==> src/rtl/fetch_pc_sequencer.sv <==
// Fetch PC sequencer for the IF stage.
// This block owns the fetch PC. Each cycle the PC either advances by 4, takes a
// redirect, or holds. An EX redirect wins over a jal from ID. The PC is frozen
// on any front-end or pipeline stall. If an EX redirect arrives during an
// I-cache miss, it is latched and applied when the stall releases.
//
// state | meaning
// BOOT  | first cycle after reset, PC_o not yet a real fetch
// RUN   | normal fetch: advance, redirect, or hold on stall
// PEND  | EX redirect latched during I-cache miss, waiting for stall release
module fetch_pc_sequencer #(
    parameter logic [31:0] RESET_PC = 32'h0000_0000
) (
    input  logic        clk,
    input  logic        rst,
    input  logic        icache_stall_i,
    input  logic        dcache_stall_i,
    input  logic        hazard_stall_i,
    input  logic        jal_ID_i,
    input  logic [31:0] jal_target_i,
    input  logic        branch_EX_i,
    input  logic [31:0] branch_target_i,
    input  logic        jalr_EX_i,
    input  logic [31:0] jalr_target_i,
    output logic [31:0] PC_o,
    output logic [31:0] PC_plus_o,
    output logic        fetch_valid_o,
    output logic        flush_IF_o,
    output logic        flush_ID_o,
    output logic        redir_pend_o
);

    typedef enum logic [1:0] {
        BOOT = 2'd0,
        RUN  = 2'd1,
        PEND = 2'd2
    } state_t;

    state_t      state;
    logic [31:0] pc_q;
    logic [31:0] pend_pc;

    logic        stall;
    logic        ex_red;
    logic [31:0] ex_tgt;
    logic        accept_ex;
    logic        accept_jal;
    logic        release_pend;

    // jalr targets are forced to halfword alignment, so bit 0 is never used.
    logic        unused_jalr_lsb;
    assign unused_jalr_lsb = jalr_target_i[0];

    // Decode the stall sources and the redirect sources for this cycle.
    always_comb begin
        stall        = icache_stall_i | dcache_stall_i | hazard_stall_i;
        ex_red       = jalr_EX_i | branch_EX_i;
        ex_tgt       = jalr_EX_i ? {jalr_target_i[31:1], 1'b0} : branch_target_i;
        accept_ex    = (state == RUN) && !stall && ex_red;
        accept_jal   = (state == RUN) && !stall && !ex_red && jal_ID_i;
        release_pend = (state == PEND) && !stall;
    end

    assign PC_o      = pc_q;
    assign PC_plus_o = pc_q + 32'd4;

    // Flushes fire in the same cycle the redirect is taken. A D-cache stall
    // freezes the whole pipe, so nothing is killed while it is asserted.
    always_comb begin
        flush_IF_o = 1'b0;
        flush_ID_o = 1'b0;
        if (!dcache_stall_i) begin
            flush_IF_o = accept_ex | accept_jal | release_pend;
            flush_ID_o = accept_ex | release_pend;
        end
    end

    // PC register and sequencing FSM, with registered status outputs.
    always_ff @(posedge clk) begin
        if (rst) begin
            state         <= BOOT;
            pc_q          <= RESET_PC;
            pend_pc       <= '0;
            fetch_valid_o <= 1'b0;
            redir_pend_o  <= 1'b0;
        end else begin
            case (state)
                BOOT: begin
                    state         <= RUN;
                    fetch_valid_o <= 1'b1;
                end
                RUN: begin
                    if (!stall) begin
                        if (ex_red)
                            pc_q <= ex_tgt;
                        else if (jal_ID_i)
                            pc_q <= jal_target_i;
                        else
                            pc_q <= PC_plus_o;
                    end else if (icache_stall_i && ex_red) begin
                        pend_pc      <= ex_tgt;
                        state        <= PEND;
                        redir_pend_o <= 1'b1;
                    end
                end
                PEND: begin
                    // While PEND holds, later redirects come from the wrong path and are dropped.
                    if (!stall) begin
                        pc_q         <= pend_pc;
                        pend_pc      <= '0;
                        state        <= RUN;
                        redir_pend_o <= 1'b0;
                    end
                end
                default: begin
                    state         <= BOOT;
                    fetch_valid_o <= 1'b0;
                    redir_pend_o  <= 1'b0;
                end
            endcase
        end
    end

endmodule

==> config.mk <==
export PLATFORM = sky130hd
export DESIGN_NAME = fetch_pc_sequencer
export DESIGN_NICKNAME = d
export VERILOG_FILES = /design/src/rtl/fetch_pc_sequencer.sv
export SDC_FILE = /design/constraint.sdc
export NUM_CORES = 1
export LEC_CHECK = 0
export ABC_CLOCK_PERIOD_IN_PS = 2300
export CAP_MARGIN = 5
export CORE_MARGIN = 5
export CORE_UTILIZATION = 45
export CTS_CLUSTER_SIZE = 24
export DETAILED_ROUTE_END_ITERATION = 8
export HOLD_SLACK_MARGIN = 0.05
export PLACE_DENSITY_LB_ADDON = 0.3
export SLEW_MARGIN = 20
export SYNTH_ARGS = -nofsm -noshare
export SYNTH_HDL_FRONTEND = slang
export SYNTH_SLANG_ARGS = --single-unit
==> constraint.sdc <==
create_clock -name clk -period 2.3 [get_ports clk]
set_input_delay 0.23 -clock clk [delete_from_list [all_inputs] [get_ports clk]]
set_output_delay 0.23 -clock clk [all_outputs]
set_load 0.02 [all_outputs]
# Yosys cells after proc, flatten, opt, wreduce, memory -nomap -nowiden
# Cells that the tools add are included.
[classes]
addsub = 1
n_mux = 21
n_reduce_logical = 15
n_bitwise = 7
eq_ne = 6
[op_table]
columns = ["cell", "n"]
rows = [
  ["$mux 32", 8],
  ["$pmux 32 s2", 2],
  ["$add 32x3->32 const B", 1],
  ["$reduce_and 4->1", 2],
  ["$logic_and 1x1->1", 6],
  ["$mux 2", 3],
  ["$ne 2x2->1 const B", 3],
  ["$or 1x1->1", 6],
  ["$pmux 2 s3", 1],
  ["$reduce_and 3->1", 2],
  ["$mux 1", 5],
  ["$pmux 1 s3", 1],
  ["$eq 2x1->1 const B", 1],
  ["$eq 2x2->1 const B", 1],
  ["$logic_not 1->1", 2],
  ["$logic_not 2->1", 1],
  ["$ne 2x1->1 const B", 1],
  ["$pmux 1 s2", 1],
  ["$reduce_bool 2->1", 1],
  ["$reduce_or 2->1", 1],
  ["$not 1->1", 1],
]
[word_totals]
input_bits = 104
out_inout_bits = 68
regBits = 68
elab_cells = 55

# Longest topological paths before layout
# Gate-level depths: netlist of the first run.
[depth]
ltp_word = 9
mapped_depth = 10
ltp_nobuf = 7

# Worst setup path after synthesis of the first run
# Ideal clock, no wire load.
[synth_path]
path_kind = "reg-to-output"
from = "register pc_q[10], in the netlist PC_o[10]"
to = "output PC_plus_o[31]"
path_stages_with_launch = 6
arrival_ns = 1.854
t_required_ns = 2.070
setup_slack_ns = 0.216
path_buffers = 1
cell_sequence = "dfxtp_1 nand4_4 nor4_4 buf_4 nand3_1 xnor2_1"
[synth_between]
elab_chain_len = 1
[synth_lines]
columns = ["element", "line", "rtl"]
rows = [
  ["start, declared", "40", "logic [31:0] pc_q;"],
  ["start signal, assigned", "95", "pc_q <= ex_tgt;"],
  ["start signal, assigned", "97", "pc_q <= jal_target_i;"],
  ["start signal, assigned", "99", "pc_q <= PC_plus_o;"],
  ["$add 32x3->32", "65", "assign PC_plus_o = pc_q + 32'd4;"],
  ["end, declared", "26", "output logic [31:0] PC_plus_o,"],
]
# No other way between the ends.

# Final worst setup path of the first run
[layout_path]
from = "register pc_q[3], in the netlist PC_o[3]"
to = "output PC_plus_o[20]"
# Same word-level chain as after synthesis.

==> results of run 1 <==
power groups by stage:
stage                     clock network (W)  registers (W)  logic (W)
after floorplan                           0        0.00145   0.000624
after CTS                           0.00118        0.00138    0.00124
after global placement                    0        0.00140    0.00120
final                               0.00117        0.00139    0.00125
after detailed placement                  0        0.00141    0.00123
after global routing                0.00123        0.00140    0.00135
metrics by stage:
stage	worst slack (ps)	util [%]	total power, W
after floorplan	216	-	0.00208
after global placement	19.1	66.4	0.00260
after detailed placement	-12.8	66.4	0.00264
after CTS	-149	68.9	0.00380
after global routing	-70.6	69.5	0.00398
final	64.6	69.5	0.00381
area by class of cell:
type,count,area [um^2]
repair buffers,241,2210
multi-input cells,464,3040
inverters,12,45.0
flip-flops and latches,68,1370
well taps,136,170
fillers,864,3110
clock inverters,3,67.6
clock buffers,13,169
worst paths after layout:
check                    from            end  slack, ps  cells past startpoint
setup / recovery      PC_o[3]  PC_plus_o[20]         60                      8
hold / removal            rst       state[0]        340                      3
setup reg to reg     state[0]        PC_o[9]        150                      8
hold reg to reg   pend_pc[29]    pend_pc[29]        460                      2
sequential cells by signal, summed over array words and instances, names as in the netlist:
register       cells
redir_pend_o       1
pend_pc           32
state              2
PC_o              32
fetch_valid_o      1
critical path, stage by stage (launching register included):
cell,delay (ps)
dfxtp_4,380
ha_4,150
nand4_1,130
nor4_4,250
buf_4,170
buf_8,120
nand4_1,120
xnor2_1,180
buf_4,160
per-layer routing:
| layer | vias up | GRT usage (%) | part of all wire [%] |
|---|---|---|---|
| met3 | 35 | 5.46 | 7.9 |
| li1 | 2559 | - | - |
| met1 | 2548 | 32.4 | 41 |
| met5 | - | 0 | 0 |
| met2 | 252 | 42.3 | 48 |
| met4 | 0 | 7.70 | 2.4 |
repair_timing:
item | CTS | global route
gates cloned | 0 | 0
setup endpoints to repair | 27 | 21
pin swaps | 2 | 8
hold endpoints to repair | 0 | 0
buffers inserted | 3 | 0
gates resized for setup | 58 | 39
cell usage in the layout (no fill, tap or decap), drive strengths merged, types with 10 or more instances in the layout:
master	synthesis	layout
nand3	14	14
mux2i	34	34
nor3	22	22
inv	12	12
nand2	70	70
dfxtp	68	68
a211oi	10	10
nor2	72	72
dlygate4sd2	0	13
nand4	10	10
a221o	11	11
xnor2	22	22
clkdlybuf4s50	0	141
a21oi	76	76
a221oi	12	12
o21ai	18	18
clkbuf	16	17
buf	34	81
logic make-up (layout without fill, tap and decap cells):
group / count (synthesis) / after routing / synth area share [%]
adder cells (fa/ha/maj): 4 / 4 / 1.08
AND/OR/NAND/NOR: 230 / 230 / 25.8
XOR/XNOR: 28 / 28 / 5.31
AO/OA/AOI/OAI: 166 / 166 / 24.0
flip-flops: 68 / 68 / 29.5
multiplexers: 36 / 36 / 7.86
buffers and inverters: 62 / 269 / 6.53
==> out/metrics.yaml, run 1 <==
outcome:
  status: "finished, final reports clean"
grt:
  grt_max_degree: 64
  grt_util_all_layers_pct: 25.2
  grt_pass1_vias: 5201
  grt_pass1_wl_um: 25900
  overflow: 0
  antenna_found_initial: 0
power:
  p_switching_w: 0.00121
  p_int_w: 0.00260
  clkPwrFrac_pct: 30.7
  p_sw_share_pct: 31.8
  ir_worst_vdd_uv: 409
  seq_power_share_pct: 36.5
  p_comb_share_pct: 32.9
  powerDensity_mw_per_mm2: 538
  p_leak_nw: 2.90
floorplan:
  fp.coreArea_mm2: 0.0102
  die-area_mm2: 0.0124
  io_pins: 172
  rows: 37
  die_width_um: 111
  initial_utilization_pct: 45.3
  fp.dieH_um: 111
synthesis:
  synth_nets: 702
  netlist_area_mm2: 0.00462
  synth_warnings: 0
  syn_inst: 594
  synthTopCellsByCount: "a21oi_1, nor2_1, nand2_1"
  synth_top_area_share_pct: 29.5
  ys_seq_area_share_pct: 29.5
  synth.distinct_cells: 62
  synth-seq-cells: 68
  post-synth-top-count-cell: "a21oi_1"
  ys_async_sr_fraction_pct: 0
  synth-edff-count: 0
  synth_top_area_cell: "dfxtp_1"
  synth_area_per_cell_um2: 7.77
  synth_ff_type: "dfxtp_1"
  synthTopCellsByArea: "dfxtp_1, a21oi_1, mux2i_1"
drt:
  via_per_inst: 5.76
  wl_per_cell_um: 17.8
  first_iter_violations: 377
  postRouteAntennaNets: 0
  vias: 5394
  routed_wl_um: 16600
  firstDrtPassIters: 7
  drc: 0
layout:
  layout-drive-gt1-share_pct: 17.0
  area_delta_synth_final_pct: 53.3
  stdcell_area_mm2: 0.00708
  final_nets: 904
  diodes: 0
  layoutNonFillerInstCount: 937
worst_setup_path:
  required_ps: 2070
  end_kind: "output port"
  cp-start-kind: "register"
  path_max_fanout: 6
  crit_type: "register to output port"
  cp.arrival_ps: 2010
cts:
  cts_buffers: 9
  clkLatencyLatePin_ps: 340
  cts_tree: "built"
  cts_hold_buf: 0
  ctsLongestPathBuffers: 2
  cts_max_level: 3
  clk_pin_slew_ps: 80
  clk_root_buffer_cell: "clkbuf_8"
  clock_sinks: 68
place:
  gp_congestion: 0.931
  numPortBuffers: 170
  placed_cell_area_mm2: 0.00676
  placed_cells: 918
  hpwlAfterDp_um: 12600
sta:
  whs_ps: 336
  fmax_mhz: 447
  maxSlewHeadroom_pct: 54.0
  period_needed_ps: 2240
  timing.final.crit_share_pct: 97.2
  tns_ps: 0
  hold_violations: 0
  skew_ps: 11.8
  tightest_slew_ps: 691
  finalSetupViolCount: 0
  grt_setup_unrepaired: "true"
  maxSlewViolCount: 0
flow_run:
  maxCapViolCount: 0
min_path:
  hold_class: "primary input to register"
(Power assumes the default switching activity.)
==> run 2: changes to the inputs <==
--- a/config.mk
+++ b/config.mk
@@ -5,10 +5,12 @@
 export SDC_FILE = /design/constraint.sdc
 export NUM_CORES = 1
 export LEC_CHECK = 0
+export ABC_AREA = 1
 export ABC_CLOCK_PERIOD_IN_PS = 2300
 export CAP_MARGIN = 5
 export CORE_MARGIN = 5
-export CORE_UTILIZATION = 45
+export CORE_UTILIZATION = 46
+export CTS_BUF_LIST = sky130_fd_sc_hd__clkbuf_4 sky130_fd_sc_hd__clkbuf_8 sky130_fd_sc_hd__clkbuf_16
 export CTS_CLUSTER_SIZE = 24
 export DETAILED_ROUTE_END_ITERATION = 8
 export HOLD_SLACK_MARGIN = 0.05
@@ -17,3 +19,4 @@
 export SYNTH_ARGS = -nofsm -noshare
 export SYNTH_HDL_FRONTEND = slang
 export SYNTH_SLANG_ARGS = --single-unit
+export TNS_END_PERCENT = 5
==> run 2 against run 1 <==
Net effect: area after synthesis grew 2.7%; sequential power is 19% higher; first-iteration DRC count increased by 42%; utilization shrank 1.8 points; global-route usage is 1.3 points higher; sequential share of layout area rose by 0.43 points; wire length grew 1.9%; count of clock-buffer cells in the layout is 2 lower; critical path type unchanged.
==> out/metrics.yaml, run 2 <==
outcome:
  status: "finished, final reports clean"
synthesis:
  synth_nets: 920
  ys_seq_area_share_pct: 28.7
  synth_top_area_share_pct: 28.7
  post-synth-top-count-cell: "nand2_1"
  synth_top_area_cell: "dfxtp_1"
  synth_warnings: 0
  synth.distinct_cells: 32
  synthTopCellsByArea: "dfxtp_1, nand2_1, nor2_1"
  ys_async_sr_fraction_pct: 0
  netlist_area_mm2: 0.00474
  syn_inst: 812
  synth_ff_type: "dfxtp_1"
  synth-edff-count: 0
  synthTopCellsByCount: "nand2_1, nor2_1, dfxtp_1"
  synth_area_per_cell_um2: 5.84
  synth-seq-cells: 68
layout:
  stdcell_area_mm2: 0.00690
  layout_commonest_cell: "nand2_1"
  final_util_pct: 67.7
  layoutNonFillerInstCount: 1122
  layout-drive-gt1-share_pct: 10.2
  fillCellCount: 964
  area_delta_synth_final_pct: 45.5
  diodes: 0
  final_nets: 1089
  most-common-layout-cells: "nand2_1, nor2_1, clkdlybuf4s50_1"
place:
  gp_congestion: 1.03
  placed_cell_area_mm2: 0.00669
  placed_cells: 1106
  hpwlAfterDp_um: 12700
  numPortBuffers: 170
sta:
  tightest_slew_ps: 522
  maxSlewHeadroom_pct: 65.2
  period_needed_ps: 2180
  finalSetupViolCount: 0
  whs_ps: 444
  hold_violations: 0
  timing.final.crit_share_pct: 94.9
  grt_setup_unrepaired: "false"
  tns_ps: 0
  fmax_mhz: 458
  skew_ps: 10.6
  maxSlewViolCount: 0
cts:
  clock_sinks: 68
  cts_tree: "built"
  cts_buffers: 9
  cts_max_level: 3
  ctsLongestPathBuffers: 2
  clk_pin_slew_ps: 70
  cts_hold_buf: 0
  clkLatencyLatePin_ps: 340
  clk_root_buffer_cell: "clkbuf_8"
grt:
  overflow: 0
  grt_max_degree: 49
  grt_pass1_wl_um: 27200
  antenna_found_initial: 0
  grt_util_all_layers_pct: 26.6
  grt_pass1_vias: 5443
worst_setup_path:
  r2r_start: "state[0]"
  path_buf_inv: 2
  end_kind: "output port"
  required_ps: 2070
  cpMaxStageDelayCell: "clkdlybuf4s50_1"
  cp-start-kind: "register"
  cp.arrival_ps: 1950
  max_stage_delay_ps: 680
  r2r_setup_slack_ps: 310
  critPathLaunch: "PC_o[2]"
  crit_type: "register to output port"
  crit_family: "buffers and inverters"
  path_max_fanout: 4
  crit_chain: "ha_1 -> buf_4 -> xor2_1 -> clkdlybuf4s50_1"
drt:
  postRouteAntennaNets: 0
  vias: 6007
  via_per_inst: 5.35
  firstDrtPassIters: 6
  wl_per_cell_um: 15.1
  first_iter_violations: 535
  drc: 0
  routed_wl_um: 16900
power:
  ir_worst_vdd_uv: 605
  p_leak_nw: 2.86
  powerDensity_mw_per_mm2: 706
flow_run:
  maxCapViolCount: 0
floorplan:
  fp.dieH_um: 112
  rows: 37
  io_pins: 172
  initial_utilization_pct: 46.5
  die-area_mm2: 0.0124
  fp.coreArea_mm2: 0.0102
  die_width_um: 112
min_path:
  hold_class: "register to register"
  hold_start: "fetch_valid_o"
[run 2: cell count changes after synthesis, moves of 18 or more]
cell / change
a31oi_1: +18
inv_1: +34
mux2i_1: -34
nand2_1: +144
nand3_1: +22
nor2_1: +85
nor3_1: -18
o21ai_0: +48
or2_2: +20
xnor2_1: -18
[run 2: worst paths after layout]
check,cells after the start,to
max,4,PC_plus_o[4]
min,2,fetch_valid_o
max reg2reg,8,PC_o[23]
min reg2reg,2,fetch_valid_o
[run 2: what timing repair did]
action,in CTS,in global routing
pin swaps,0,1
setup buffers,0,0
endpoints found under the setup margin,24,18
resized for setup,26,22
[run 2: final cells by class]
cell class | instances | area, um^2 | area share, %
well taps | 136 | 170 | 2.47
multi-input cells | 645 | 3020 | 43.7
repair buffers | 206 | 1980 | 28.7
clock buffers | 11 | 145 | 2.10
flip-flops and latches | 68 | 1370 | 19.8
clock inverters | 5 | 27.5 | 0.399
inverters | 51 | 191 | 2.78
[run 2: kinds of logic after synthesis]
group                      after synthesis  share of synthesized area (%)
DFF                                     68                           28.7
adders and majority gates                4                           1.06
AOI/OAI and AO/OA                      172                           19.7
buffers and inverters                   99                           8.55
xor gates and xnor gates                 7                           1.29
and+or+nand+nor                        462                           40.6
[run 2: stage by stage]
step	worst slack (ps)	total power, W
2_1_floorplan	461	0.00311
3_3_place_gp	91.2	0.00396
3_5_place_dp	75.6	0.00399
4_1_cts	-188	0.00486
5_1_grt	1.13	0.00521
6_report	118	0.00487
[run 2: worst register-to-register path, stage by stage (launching register included)]
cell and delay (ps):
dfxtp_1 320, inv_1 100, ha_2 220, buf_4 430
nor2_1 100, o21ai_0 140, nor2_1 70, a211oi_1 370
a21oi_1 120
[run 2: per-layer routing]
layer  routed length, um  global-route usage [%]  vias up
li1                    -                       -     2992
met1                7160                    35.9     2712
met2                7880                    44.3      269
met3                1490                    4.35       34
met4                 423                    6.73        0
met5                   0                       0        -
[run 2: power breakdown]
part	switching (W)	internal, W
sequential	0.000184	0.00147
clock	0.000472	0.000426
combinational	0.00137	0.000939
total	0.00203	0.00284
==> run 3: changes to the inputs <==
--- a/config.mk
+++ b/config.mk
@@ -14,7 +14,7 @@
 export CTS_CLUSTER_SIZE = 24
 export DETAILED_ROUTE_END_ITERATION = 8
 export HOLD_SLACK_MARGIN = 0.05
-export PLACE_DENSITY_LB_ADDON = 0.3
+export PLACE_DENSITY = 0.82
 export SLEW_MARGIN = 20
 export SYNTH_ARGS = -nofsm -noshare
 export SYNTH_HDL_FRONTEND = slang
==> constraint.sdc (replaced) <==
create_clock -name clk -period 2.3 [get_ports clk]
set_input_delay 0.23 -clock clk [delete_from_list [all_inputs] [get_ports clk]]
set_output_delay 0.23 -clock clk [all_outputs]
set_load 0.1 [all_outputs]
==> run 3 against run 2 <==
Net effect: register-to-register slack barely moved; first-iteration DRC count fell by 17%; sequential share of layout area fell by 0.59 points; combinational power rose by 45%; clock power rose by 34%; non-clock buffer count fell by 16; cell count fell by 1.4%; worst hold slack improved by 3.6 ps; fmax fell by 3.4%; highest routed layer unchanged.
==> out/metrics.yaml, run 3 (synthesis gave the netlist of run 2 again) <==
sta:
  grt_setup_unrepaired: "true"
  layout_setup_ws_ps: 40.2
  period_needed_ps: 2260
  tns_ps: 0
  skew_ps: 8.99
  tightest_slew_ps: 560
  hold_violations: 0
  finalSetupViolCount: 0
  maxSlewHeadroom_pct: 62.5
  fmax_mhz: 443
  whs_ps: 448
  maxSlewViolCount: 0
  timing.final.crit_share_pct: 98.3
worst_setup_path:
  cpMaxStageDelayCell: "dfxtp_4"
  cp-start-kind: "register"
  crit_top_cell: "nand2_2"
  crit_type: "register to output port"
  path_max_fanout: 6
  end_kind: "output port"
  required_ps: 2070
  cp.arrival_ps: 2030
  crit_family: "simple AND/OR/NAND/NOR gates"
  max_stage_delay_ps: 390
  crit_chain: "ha_1 -> inv_1 -> nor2_1 -> nand2_2 -> buf_4 -> nor2_2 -> nand3_1 -> nand2_2 -> buf_12"
  path_buf_inv: 3
layout:
  final_util_pct: 70.1
  diodes: 0
  most-common-layout-cells: "nand2_1, nor2_1, clkdlybuf4s50_1"
  area_delta_synth_final_pct: 50.5
  layout-drive-gt1-share_pct: 17.4
  fillCellCount: 893
  stdcell_area_mm2: 0.00714
  layout_commonest_cell: "nand2_1"
  final_nets: 1073
outcome:
  status: "finished, final reports clean"
cts:
  clk_pin_slew_ps: 80
  ctsLongestPathBuffers: 2
  cts_buffers: 9
  cts_max_level: 3
  cts_tree: "built"
  clock_sinks: 68
  clkLatencyLatePin_ps: 360
  post-cts-setup-buffers: 0
  cts_hold_buf: 0
  clk_root_buffer_cell: "clkbuf_8"
drt:
  routed_wl_um: 17200
  firstDrtPassIters: 5
  first_iter_violations: 444
  postRouteAntennaNets: 0
  wl_met3_um: 1630
  wl_met2_um: 7770
  met1_length_um: 7170
  drc: 0
  vias: 5939
  via_per_inst: 5.37
  dr.max_layer_used: "met4"
  wl_per_cell_um: 15.5
place:
  placed_cell_area_mm2: 0.00686
  gp_congestion: 0.931
  pre_cts_ws_ps: 280
  numPortBuffers: 170
  hpwlAfterDp_um: 12700
power:
  clkPwrFrac_pct: 19.3
  powerDensity_mw_per_mm2: 875
  p_leak_nw: 2.80
  seq_power_share_pct: 27.0
  p_switching_w: 0.00301
  p_comb_share_pct: 53.8
  ir_worst_vdd_uv: 767
  p_int_w: 0.00323
  p_sw_share_pct: 48.2
grt:
  grt_pass1_wl_um: 27000
  antenna_found_initial: 0
  grt_util_all_layers_pct: 26.2
  grt_pass1_vias: 5408
  grt_max_degree: 51
  overflow: 0
floorplan:
  fp.coreArea_mm2: 0.0102
  rows: 37
  die-area_mm2: 0.0124
  fp.dieH_um: 112
  io_pins: 172
  initial_utilization_pct: 46.5
  die_width_um: 112
flow_run:
  maxCapViolCount: 0
min_path:
  hold_class: "register to register"
==> run 3: cell types whose count changed in the layout (fill, tap and decap cells not counted), sizes merged <==
cell / change
clkbuf: +1
buf: +52
clkinvlp: +2
dlygate4sd2: -17
inv: -2
clkdlybuf4s50: -41
clkinv: -4
clkdlybuf4s15: -1
dlymetal6s2s: -8
bufinv: +2
==> run 3: power by group through the flow <==
stage | sequential (W) | combinational (W) | clock (W)
floorplan | 0.00223 | 0.00181 | 0
CTS | 0.00167 | 0.00334 | 0.00119
finish | 0.00168 | 0.00336 | 0.00120
detailed placement | 0.00170 | 0.00333 | 0
global placement | 0.00169 | 0.00330 | 0
global route | 0.00171 | 0.00356 | 0.00125
==> run 3: timing repair <==
action	CTS	global route
pin swaps	0	1
endpoints found under the setup margin	9	18
gates resized for setup	5	9
==> run 3: final timing paths <==
path / slack [ps] / to / start / cells past startpoint
max: 40 / PC_plus_o[22] / PC_o[2] / 9
min: 450 / fetch_valid_o / fetch_valid_o / 2
max reg2reg: 310 / PC_o[27] / state[0] / 7
min reg2reg: 450 / fetch_valid_o / fetch_valid_o / 2
==> run 3: per-stage QoR <==
step                power, W  std cells
global route         0.00652       1106
detailed placement   0.00502       1090
global placement     0.00498       1090
floorplan            0.00404        812
CTS                  0.00621       1106
finish               0.00624       1106
==> run 3: worst min-delay path, cell delays in order, from the launching register on <==
cell and delay [ps]:
dfxtp_1 310, inv_1 40, a21oi_1 50
==> run 3: final cells by class <==
type,count,area (um^2),share of cell area (%)
Multi-Input combinational cell,645,3070,43.0
Clock buffer,13,173,2.42
Sequential cell,68,1370,19.2
Timing Repair Buffer,190,2080,29.2
Tap cell,136,170,2.38
Inverter,51,199,2.79
Clock inverter,3,67.6,0.947
==> run 3: layer usage <==
layer  track usage [%]  vias up
met4              10.9        0
li1                  -     2955
met1              35.9     2631
met5                 0        -
met2              41.1      308
met3              4.29       45
